**config.mk**
```make
export PLATFORM = sky130hd
export DESIGN_NAME = vga_timing_gen
export DESIGN_NICKNAME = d
export VERILOG_FILES = /design/src/rtl/vga_timing_gen.sv
export SDC_FILE = /design/constraint.sdc
export NUM_CORES = 1
export LEC_CHECK = 0
export ABC_AREA = 1
export BUFFER_PORTS_ARGS = -buffer_cell sky130_fd_sc_hd__buf_2
export CAP_MARGIN = 20
export CORE_ASPECT_RATIO = 1.1
export CORE_MARGIN = 4
export CORE_UTILIZATION = 43
export CTS_BUF_LIST = sky130_fd_sc_hd__clkbuf_2
export CTS_CLUSTER_DIAMETER = 80
export DETAILED_ROUTE_END_ITERATION = 8
export GPL_TIMING_DRIVEN = 0
export SETUP_SLACK_MARGIN = 0.15
export SKIP_CTS_REPAIR_TIMING = 1
export SYNTH_ARGS = -nofsm -noshare
export SYNTH_HDL_FRONTEND = slang
export SYNTH_SLANG_ARGS = --single-unit
export TNS_END_PERCENT = 5
```
**constraint.sdc**
```tcl
create_clock -name clk -period 2.6 [get_ports clk]
set_input_delay 0.13 -clock clk [delete_from_list [all_inputs] [get_ports clk]]
set_output_delay 0.13 -clock clk [all_outputs]
set_load 0.005 [all_outputs]
```
**src/rtl/vga_timing_gen.sv**
```systemverilog
// rtl/vga_timing_gen.sv - VGA raster timing generator with pixel-clock divider and delayed sync/blank pipeline
module vga_timing_gen #(
  parameter int CLK_DIV    = 2,
  parameter int H_ACTIVE   = 640,
  parameter int H_FP       = 16,
  parameter int H_SYNC     = 96,
  parameter int H_BP       = 48,
  parameter int V_ACTIVE   = 480,
  parameter int V_FP       = 10,
  parameter int V_SYNC     = 2,
  parameter int V_BP       = 33,
  parameter bit HSYNC_POL  = 1'b0,
  parameter bit VSYNC_POL  = 1'b0,
  parameter int PIPE_DEPTH = 2,
  parameter int HW         = 10,
  parameter int VW         = 10
) (
  input  logic          clk,
  input  logic          rst,
  input  logic          en,
  output logic          pix_ce,
  output logic          vga_clk,
  output logic [HW-1:0] hcount,
  output logic [VW-1:0] vcount,
  output logic          hsync,
  output logic          vsync,
  output logic          vga_blank_n,
  output logic          line_start,
  output logic          frame_start
);

  localparam int H_TOTAL = H_ACTIVE + H_FP + H_SYNC + H_BP;
  localparam int V_TOTAL = V_ACTIVE + V_FP + V_SYNC + V_BP;
  localparam int DW      = (CLK_DIV > 1) ? $clog2(CLK_DIV) : 1;

  localparam logic [DW-1:0] DIV_LAST = DW'(CLK_DIV - 1);
  localparam logic [DW-1:0] DIV_HALF = DW'(CLK_DIV / 2);
  localparam logic [HW-1:0] H_LAST   = HW'(H_TOTAL - 1);
  localparam logic [HW-1:0] H_VIS    = HW'(H_ACTIVE);
  localparam logic [HW-1:0] HS_START = HW'(H_ACTIVE + H_FP);
  localparam logic [HW-1:0] HS_END   = HW'(H_ACTIVE + H_FP + H_SYNC);
  localparam logic [VW-1:0] V_LAST   = VW'(V_TOTAL - 1);
  localparam logic [VW-1:0] V_VIS    = VW'(V_ACTIVE);
  localparam logic [VW-1:0] VS_START = VW'(V_ACTIVE + V_FP);
  localparam logic [VW-1:0] VS_END   = VW'(V_ACTIVE + V_FP + V_SYNC);

  logic [DW-1:0] div;

  always_ff @(posedge clk) begin
    if (rst) begin
      div     <= '0;
      pix_ce  <= 1'b0;
      vga_clk <= 1'b0;
    end else if (en) begin
      div     <= (div == DIV_LAST) ? '0 : div + DW'(1);
      pix_ce  <= (div == DIV_LAST);
      vga_clk <= (div >= DIV_HALF);
    end else begin
      pix_ce  <= 1'b0;
    end
  end

  logic h_wrap;
  logic v_wrap;
  assign h_wrap = (hcount == H_LAST);
  assign v_wrap = (vcount == V_LAST);

  // A tick already issued on pix_ce is always consumed, so dropping en never loses one.
  always_ff @(posedge clk) begin
    if (rst) begin
      hcount      <= '0;
      vcount      <= '0;
      line_start  <= 1'b0;
      frame_start <= 1'b0;
    end else begin
      line_start  <= pix_ce && h_wrap;
      frame_start <= pix_ce && h_wrap && v_wrap;
      if (pix_ce) begin
        hcount <= h_wrap ? '0 : hcount + HW'(1);
        if (h_wrap) begin
          vcount <= v_wrap ? '0 : vcount + VW'(1);
        end
      end
    end
  end

  logic hs;
  logic vs;
  logic vis;
  assign hs  = (hcount >= HS_START) && (hcount < HS_END);
  assign vs  = (vcount >= VS_START) && (vcount < VS_END);
  assign vis = (hcount < H_VIS) && (vcount < V_VIS);

  logic [PIPE_DEPTH-1:0] hs_q;
  logic [PIPE_DEPTH-1:0] vs_q;
  logic [PIPE_DEPTH-1:0] vis_q;
  logic [PIPE_DEPTH:0]   hs_cat;
  logic [PIPE_DEPTH:0]   vs_cat;
  logic [PIPE_DEPTH:0]   vis_cat;
  assign hs_cat  = {hs_q, hs};
  assign vs_cat  = {vs_q, vs};
  assign vis_cat = {vis_q, vis};

  always_ff @(posedge clk) begin
    if (rst) begin
      hs_q  <= '0;
      vs_q  <= '0;
      vis_q <= '0;
    end else if (pix_ce) begin
      hs_q  <= hs_cat[PIPE_DEPTH-1:0];
      vs_q  <= vs_cat[PIPE_DEPTH-1:0];
      vis_q <= vis_cat[PIPE_DEPTH-1:0];
    end
  end

  assign hsync       = hs_q[PIPE_DEPTH-1] ? HSYNC_POL : ~HSYNC_POL;
  assign vsync       = vs_q[PIPE_DEPTH-1] ? VSYNC_POL : ~VSYNC_POL;
  assign vga_blank_n = vis_q[PIPE_DEPTH-1];

endmodule

```
# ---- Word-level counts from Yosys, hierarchy flattened
# Cells that the tools add are included.
# W data, S select, Z words.
dict set report totals {
  ff_bits 31
  in_bits 3
  out_inout_bits 27
  elab_cells 35
}
dict set report classes {
  addsub 3
  n_lt_le_gt_ge 7
  n_eq_ne 2
  muxes 5
  bitwise_logic 1
  n_reduce_logical 7
}
# op count
set op_table {}
lappend op_table {{$add A10 B1 Y10 const B} 2}
lappend op_table {{$eq A10 B10 Y1 const B} 2}
lappend op_table {{$lt A10 B10 Y1 const B} 2}
lappend op_table {{$lt A10 B9 Y1 const B} 2}
lappend op_table {{$mux W10} 2}
lappend op_table {{$ge A10 B10 Y1 const B} 1}
lappend op_table {{$ge A10 B9 Y1 const B} 1}
lappend op_table {{$logic_and A1 B1 Y1} 5}
lappend op_table {{$mux W1} 3}
lappend op_table {{$reduce_and A2 Y1} 1}
lappend op_table {{$reduce_or A2 Y1} 1}
lappend op_table {{$add A1 B1 Y1 const B} 1}
lappend op_table {{$ge A1 B1 Y1 const B} 1}
lappend op_table {{$not A1 Y1} 1}

# ---- Logic depth before layout (Yosys ltp)
dict set report depth {
  depth_word 3
  ltp_mapped 9
  ltp_nobuf 9
}

# ---- Worst setup path before layout
# Ideal clock, no wire load.
dict set report synth_timing {
  path_kind {register -> register}
  start {register hcount[0]}
  end {register vcount[7]}
  setup_ps 115
  t_arrival_ps 1266
  t_required_ps 2485
  setup_slack_ps 1219
  path_stages_with_launch 10
  n_path_buf 1
  period_less_slack_ps 1381
  path_cell_list {dfxtp_1 ha_1 nand2_2 nor2_4 nand2_2 nor2_4 buf_6 nand3_1 nand2_1 nor2_1}
}
dict set report synth_between {
  elab_chain_cells 2
}
# item line_no
set synth_lines {}
lappend synth_lines {{from (decl)} 23} ;# output logic [HW-1:0] hcount,
lappend synth_lines {{from (signal assigned)} 79} ;# hcount <= h_wrap ? '0 : hcount + HW'(1);
lappend synth_lines {{$eq A10 B10 Y1} 65} ;# assign h_wrap = (hcount == H_LAST);
lappend synth_lines {{$reduce_and A2 Y1 (no source line)} -}
lappend synth_lines {{to (signal assigned)} 81} ;# vcount <= v_wrap ? '0 : vcount + VW'(1);
lappend synth_lines {{to (decl)} 24} ;# output logic [VW-1:0] vcount,
# No other way between the ends.
# A chain may end at the register's enable or synchronous reset.

# ---- Worst setup path in the final report
dict set report layout_timing {
  start {register hcount[1]}
  end {register vcount[0]}
}
# The elaborated chain is that of the path after synthesis.

==> results.toml <==
[placed_design]
placed_cell_area_um2 = 1770
preCtsSetupSlack_ns = 1.01
dpl.hpwl_um = 2580
place_inst = 298
io_buffers = 29
globalplace.congestion = 0.825

[synthesis]
ys_seq_area_share_pct = 39.6
synth_edf_count = 0
synth_warnings = 0
synth.distinct_cells = 23
synthArstFlopShare_pct = 0
synth_flop_cell = "dfxtp_1"
yosysTopAreaCellShare_pct = 39.6
ys_top_cells_by_area = "dfxtp_1, nand2_1, nor2_1"
synth.avg_cell_area_um2 = 7.08
syn_nets = 229
synth_seq_cells = 31
netlist_area_um2 = 1570
synth_top_area_cell = "dfxtp_1"
synthCells = 221

[grt]
use_met2_pct = 25.3
grtUsageMet3_pct = 4.86
antenna_found_initial = 0
grtUsageTotal_pct = 15.7
grt_pass1_wl_um = 5770
grt.busiest_layer = "met2"
grt_remaining_overflow = 0
first_global_vias = 1325
grt_max_degree = 11
use_met1_pct = 19.8

[outcome]
status = "complete, no violations"

[die]
die-area_um2 = 4670
row_count = 22
die_h_um = 71.3
die_x_um = 65.5
top_level_ports = 30
initial_core_util_pct = 45.9
core-area_um2 = 3410

[timing]
final-max-slew-violation-count = 0
setup_violations = 0
worst_slew_pin_slew_ns = 0.494
finClkSkew_ns = 0.0229
finalWorstSetupSlack_ns = 1.03
hold_violations = 0
rsz0062_at_grt = "false"
finalSetupTns_ns = 0
fin_crit_sh_pct = 60.2
whs_ns = 0.467
period_needed_ns = 1.57
fmax_ghz = 0.639
maxSlewHeadroom_pct = 67.1

[drt]
wirelength_um = 3480
avgViaCountPerCell = 4.81
ant_nets = 0
drtPass1Iterations = 4
route.detailed.drc = 0
vias = 1483
routedWlPerCell_um = 11.3
drt-initial-drc-count = 77

[clock_tree]
cts-root-buf = "clkbuf_2"
clk_pin_slew_worst_paths_ns = 0.18
cts.sinks = 31
clk_path_buf_depth = 2
htreeDepth = 2
numCtsBuffers = 5
tritoncts = "done"
clock_latency_ns = 0.37

[power_and_ir_drop]
power_density_nw_per_um2 = 413
p_int_mw = 0.557
total_power_mw = 0.755
switching_share_pct = 26.3
power.share.clock_pct = 30.6
p_comb_share_pct = 5.0
power_leakage_nw = 0.804
p_sw_mw = 0.198
p_seq_share_pct = 64.4
ir_worst_vdd_uv = 193

[setup_path]
worstSetupStartpointType = "flip-flop"
path_class = "flip-flop to flip-flop"
cp.required_ns = 2.90
cp.arrival_ns = 1.86
critPathMaxFanout = 9
endpoint_kind = "flip-flop"

[finish]
finalNetCount = 267
stdcell_area_um2 = 1830
seqCellArea_um2 = 621
final_util_pct = 53.6
stdcell_count = 308
multiInputGateArea_um2 = 805
antenna_cells = 0
num-fill-cells = 376
drive_above_1_share_pct = 19.6
syn_to_final_growth_pct = 16.9

[flow_run]
maxCapViolCount = 0

[hold_path]
hp-class = "flip-flop to flip-flop"
-- cells in the final DEF (no fill, tap or decap), types with 3 or more instances in the layout --
cell type | synthesis | layout
a21oi_1 | 18 | 18
buf_2 | 1 | 30
clkbuf_2 | 0 | 5
dfxtp_1 | 31 | 31
ha_1 | 5 | 5
inv_1 | 27 | 27
nand2_1 | 39 | 39
nand2_2 | 4 | 4
nand3_1 | 14 | 14
nand3_2 | 3 | 3
nand4_1 | 9 | 9
nor2_1 | 38 | 38
nor3_1 | 8 | 8
o21ai_0 | 8 | 8
xor2_1 | 3 | 3
-- worst max-delay path, stage by stage (launching register included) --
cell and delay, ns:
dfxtp_1 0.42, ha_1 0.23, nand2_2 0.08, nor2_4 0.13, nand3_2 0.21, nand2_4 0.20
nand2_4 0.09, o21ai_1 0.09, inv_1 0.05
-- power groups by stage --
| stage | clock network, mW | logic, mW | registers, mW |
|---|---|---|---|
| detailed placement | 0 | 0.0365 | 0.497 |
| floorplan | 0 | 0.0224 | 0.496 |
| CTS | 0.244 | 0.0365 | 0.487 |
| finish | 0.231 | 0.0378 | 0.487 |
| global route | 0.258 | 0.0435 | 0.488 |
| global placement | 0 | 0.0364 | 0.496 |
-- layer usage --
metal / vias to the layer above / wire length, um / part of all wire (%)
met4: 0 / 53 / 1.5
li1: 787 / - / -
met1: 661 / 1640 / 47
met5: - / 0 / 0
met2: 30 / 1640 / 47
met3: 5 / 155 / 4.4
-- Yosys cell counts (2+ instances only) --
master,number
nor3_1,8
nand2_2,4
nand2_1,39
nand4_1,9
xor2_1,3
inv_1,27
nand3_2,3
o21ai_0,8
a21oi_1,18
nand3_1,14
nand2_4,2
dfxtp_1,31
nor2_4,2
clkbuf_1,2
buf_6,2
ha_1,5
nor2_1,38
-- worst paths after layout --
| check | slack [ns] | startpoint | depth (start not counted) | end |
|---|---|---|---|---|
| hold / removal | 0.47 | hs_q[1] | 2 | hs_q[1] |
| hold reg to reg | 0.47 | hs_q[1] | 2 | hs_q[1] |
| setup / recovery | 1.03 | hcount[1] | 8 | vcount[0] |
| setup reg to reg | 1.03 | hcount[1] | 8 | vcount[0] |
-- cell families after synthesis --
group,after synthesis,synth area share (%)
flops,31,39.6
simple gates,120,36.1
compound gates,29,9.59
fa+ha+maj,5,4.00
xor+xnor,3,1.68
buf+inv,33,8.95
-- registers in the layout (all words and copies together) (netlist names), 2 cells and up --
signal,count
hcount,10
hs_q,2
vs_q,2
vis_q,2
vcount,10
-- final cells by class --
cell class / instances / area share (%)
Multi-Input combinational cell: 157 / 44.0
Clock buffer: 5 / 1.37
Timing Repair Buffer: 31 / 9.02
Inverter: 28 / 5.74
Buffer: 5 / 1.91
Sequential cell: 31 / 33.9
Clock inverter: 3 / 0.820
Tap cell: 48 / 3.28
No activity file was read; power rests on OpenSTA's default activity.
